`src/rtl/pe_acc.sv`:
```
// Output accumulator behind one PE cell: sums k_len products with saturation and
// returns the result over a valid/ready handshake.
module pe_acc #(
    parameter int unsigned ACC_W = 32,
    parameter int unsigned K_W   = 8
) (
    input  logic             clk,
    input  logic             rst,
    input  logic             start,
    input  logic [K_W-1:0]   k_len,
    input  logic             c1_vld,
    input  logic [15:0]      c1_data,
    output logic             acc_vld,
    output logic [ACC_W-1:0] acc_data,
    output logic             acc_sat,
    input  logic             acc_rdy,
    output logic             busy,
    output logic             err
);

    typedef enum logic [1:0] {IDLE, ACC, HOLD} state_t;

    state_t             state_q, state_d;
    logic               busy_q;
    logic [ACC_W-1:0]   sum_q, sum_d;
    logic               sat_q, sat_d;
    logic [K_W-1:0]     cnt_q, cnt_d;
    logic [ACC_W-1:0]   res_q, res_d;
    logic               rsat_q, rsat_d;
    logic               err_q, err_d;
    logic [ACC_W:0]     sum_ext;
    logic               last_prod;

    assign last_prod = c1_vld && (cnt_q == K_W'(1));

    always_ff @(posedge clk or posedge rst) begin
        if (rst) begin
            state_q <= IDLE;
            busy_q  <= 1'b0;
        end else begin
            state_q <= state_d;
            busy_q  <= (state_d != IDLE);
        end
    end

    always_comb begin
        state_d = state_q;
        unique case (state_q)
            IDLE: if (start && (k_len != '0)) state_d = ACC;
            ACC:  if (last_prod)              state_d = HOLD;
            HOLD: if (acc_rdy)                state_d = IDLE;
            default:                          state_d = IDLE;
        endcase
    end

    // One extra carry bit detects overflow of the running sum.
    always_comb begin
        sum_d   = sum_q;
        sat_d   = sat_q;
        cnt_d   = cnt_q;
        res_d   = res_q;
        rsat_d  = rsat_q;
        err_d   = 1'b0;
        sum_ext = {1'b0, sum_q} + (ACC_W+1)'(c1_data);
        unique case (state_q)
            IDLE: begin
                err_d = c1_vld || (start && (k_len == '0));
                if (start && (k_len != '0)) begin
                    sum_d = '0;
                    sat_d = 1'b0;
                    cnt_d = k_len;
                end
            end
            ACC: begin
                err_d = start;
                if (c1_vld) begin
                    if (sat_q || sum_ext[ACC_W]) begin
                        sum_d = '1;
                        sat_d = 1'b1;
                    end else begin
                        sum_d = sum_ext[ACC_W-1:0];
                    end
                    cnt_d = cnt_q - K_W'(1);
                    if (last_prod) begin
                        res_d  = sum_d;
                        rsat_d = sat_d;
                    end
                end
            end
            HOLD: err_d = start || c1_vld;
            default: err_d = 1'b0;
        endcase
    end

    always_ff @(posedge clk or posedge rst) begin
        if (rst) begin
            sum_q  <= '0;
            sat_q  <= 1'b0;
            cnt_q  <= '0;
            res_q  <= '0;
            rsat_q <= 1'b0;
            err_q  <= 1'b0;
        end else begin
            sum_q  <= sum_d;
            sat_q  <= sat_d;
            cnt_q  <= cnt_d;
            res_q  <= res_d;
            rsat_q <= rsat_d;
            err_q  <= err_d;
        end
    end

    always_comb begin
        acc_vld  = (state_q == HOLD);
        acc_data = res_q;
        acc_sat  = rsat_q;
        busy     = busy_q;
        err      = err_q;
    end

endmodule

```
`config.mk`:
```
export PLATFORM = sky130hd
export DESIGN_NAME = pe_acc
export DESIGN_NICKNAME = d
export VERILOG_FILES = /design/src/rtl/pe_acc.sv
export SDC_FILE = /design/constraint.sdc
export NUM_CORES = 1
export LEC_CHECK = 0
export BUFFER_PORTS_ARGS = -buffer_cell sky130_fd_sc_hd__buf_2
export CORE_MARGIN = 1.5
export CORE_UTILIZATION = 58
export DETAILED_ROUTE_END_ITERATION = 8
export GPL_ROUTABILITY_DRIVEN = 0
export PLACE_DENSITY_LB_ADDON = 0.15
export RECOVER_POWER = 100
export SLEW_MARGIN = 20
export SYNTH_ARGS = -nofsm -noshare
export SYNTH_HDL_FRONTEND = slang
export SYNTH_SLANG_ARGS = --single-unit
```
`constraint.sdc`:
```
create_clock -name clk -period 3.4 [get_ports clk]
set_input_delay 0.17 -clock clk [delete_from_list [all_inputs] [get_ports clk]]
set_output_delay 0.17 -clock clk [all_outputs]
set_load 0.05 [all_outputs]
```
==> qor.yml <==
cts:
  cts-root-buf: "clkbuf_8"
  clock_sinks: 78
  clk_latency_ps: 360
  cts.repair.resized: 0
  htreeDepth: 3
  cts_setup_buffers: 0
  clk_pin_slew_ps: 90
  cts_buffer_depth: 2
  ctsHoldBuffers: 0
  cts_tree: "yes"
  cts_buffers: 9
grt:
  top_usage_layer: "met2"
  grt_pass1_wl_mm: 17.5
  track_usage_pct: 26.2
  grt_util_met2_pct: 44.2
  grt_max_degree: 51
  overflow: 0
  antenna_found_initial: 0
  grt_use_met1_pct: 34.2
  grt_pass1_vias: 3806
  use_met3_pct: 3.73
synth:
  syn_avg_cell_area_um2: 8.86
  ys.flop_type: "dfrtp_1"
  yosys_warnings: 0
  syn-num-nets: 562
  netlist_area_mm2: 0.00456
  synth_compound_area_share_pct: 24.5
  yosys.area_share.simple_pct: 16.1
  synth.mux.area_fraction_pct: 0.659
  synth_top_family_by_area: "compound AO/OA/AOI/OAI gates"
  synthArstFlopShare_pct: 100
  syn_inst: 514
  synthAdderAreaFrac_pct: 5.38
  synthXorXnorAreaFrac_pct: 5.58
  synth_seq_cells: 78
  synth_edf_count: 0
  ys_seq_area_share_pct: 42.8
  yosysUniqueCellTypes: 57
sta:
  period_share_pct: 88.2
  setup_violations: 0
  clock_skew_ps: 9.84
  final-hold-violation-count: 0
  holdWs_ps: 58.5
  layout_min_cycle_time_ps: 3000
  relSlewSlack_pct: -3.85
  tns_ps: 0
  slew_violations: 39
  fmax_ghz: 0.334
  rsz0062_at_grt: "no"
  worst_pin_slew_ps: 1560
layout:
  multiInputGateArea_mm2: 0.00238
  seq_area_mm2: 0.00195
  layout-drive-gt1-share_pct: 11.1
  layout_commonest_cell: "dfrtp_1"
  final-instance-count-excl-fill: 679
  antenna_cells: 0
  fill_cells: 705
  postLayoutCellArea_mm2: 0.00511
  syn_to_final_growth_pct: 12.2
  mostFrequentLayoutCells: "dfrtp_1 (78), a21oi_1 (68), nor2_1 (67)"
  nets: 620
detailed_routing:
  viasPerCell: 5.82
  finalWirelength_mm: 10.5
  first_iter_violations: 135
  drcViolationCount: 0
  drt_first_pass_iters: 4
  postRouteAntennaNets: 0
  via_count: 3951
  wl_per_cell_um: 15.4
floorplanning:
  design.core.area_mm2: 0.00765
  die_y_um: 91.6
  io_pins: 65
  die_area_mm2: 0.00840
  num_rows: 32
  fp.dieW_um: 91.6
  initial_core_util_pct: 59.6
setup_path:
  cp_cell_sequence: "ha_1, fa_1, a211oi_1, nor2_1, a41oi_1, o21ai_2, a21o_1, clkbuf_2, nor2_1, a21oi_1"
  start_kind: "register"
  arrival_ps: 3200
  endpoint_kind: "register"
  cp.depth: 10
  path_class: "register to register"
  slowest_delay_ps: 420
  slowest_stage: "fa_1"
  cpMostUsedCell: "nor2_1"
  cp.buffers_inverters: 1
  critPathRequiredTime_ps: 3600
  cp_max_fo: 16
  r2r_cells: 10
  cp_top_family: "compound AO/OA/AOI/OAI gates"
run:
  cap_viol_max_count: 1
status:
  violations: "capacitance limit, slew limit"
  outcome: "finished with violations"
placed_design:
  dp_hpwl_mm: 7.39
  placed_cell_area_mm2: 0.00494
  placedCellCount: 663
  io_buffers: 64
pwr:
  p_per_area_mw_per_mm2: 972
  peakVddDrop_mv: 0.623
  power.leakage_nw: 2.16
hold_path:
  min_path_type: "primary input to register"
  worstHoldPathCells: 3
## final timing paths
check	start	endpoint	slack [ps]
setup / recovery	sum_q[0]	acc_data[0]	400
hold / removal	k_len[0]	cnt_q[0]	60
setup reg to reg	sum_q[0]	acc_data[0]	400
hold reg to reg	sum_q[2]	sum_q[2]	490
max in group asynchronous	rst	sum_q[29]	2220
min in group asynchronous	rst	acc_data[4]	260
## sequential cells by signal, indices dropped and copies added (netlist names)
name,cells
acc_sat,1
cnt_q,8
acc_data,32
sum_q,32
state_q,2
err,1
busy,1
sat_q,1
## per-layer routing
layer / vias up / part of all wire (%)
li1: 1929 / -
met3: 17 / 4.0
met2: 93 / 48
met4: 0 / 1.7
met1: 1912 / 46
met5: - / 0
## synthesized netlist by cell type, types with 6 or more instances
cell type,instances,area share (%)
ha_1,18,4.9
nand3_1,9,0.99
o21ai_0,55,6.0
a21oi_1,67,7.4
xnor2_1,20,3.8
dfrtp_1,78,43
nor3_1,6,0.66
nand4_1,7,0.96
o2bb2ai_1,10,1.9
a211oi_1,6,0.99
nand2_1,40,3.3
buf_2,6,0.66
xor2_1,9,1.7
a21o_1,9,1.5
clkbuf_1,15,1.2
nor2_1,67,5.5
inv_1,15,1.2
## where the power goes
group,internal [mW],leakage (nW),total (mW),switching (mW)
Combinational,0.773,1.05,2.59,1.82
Clock,0.491,0.124,0.861,0.370
Sequential,1.29,0.987,1.52,0.233
## worst register-to-register path, stage by stage, from the launching register on
cell,delay (ps)
dfrtp_1,390
ha_1,220
fa_1,420
a211oi_1,320
nor2_1,110
a41oi_1,360
o21ai_2,160
a21o_1,190
clkbuf_2,280
nor2_1,280
a21oi_1,110
## area by class of cell
| class | instances | area share, % |
|---|---|---|
| timing repair buffer | 76 | 6.93 |
| multi-input combinational | 392 | 46.5 |
| sequential | 78 | 38.2 |
| tap | 102 | 2.50 |
| clock inverter | 7 | 2.37 |
| clock buffer | 9 | 2.42 |
| inverter | 15 | 1.10 |
## per-stage QoR
step	total power [mW]	worst slack, ps	utilization (%)
after floorplan	3.59	725	-
final	4.97	402	66.9
after detailed placement	4.17	584	64.6
after global placement	4.12	599	64.6
after CTS	5.05	535	67.8
after global routing	5.31	214	66.9
## cell families after synthesis
kind of cell             count (synthesis)
AO/OA/AOI/OAI                          182
XOR/XNOR                                29
adder cells (fa/ha/maj)                 19
buffers and inverters                   44
flip-flops                              78
multiplexers                             3
AND/OR/NAND/NOR                        159
Note: power is estimated with default switching activity, not from simulation.
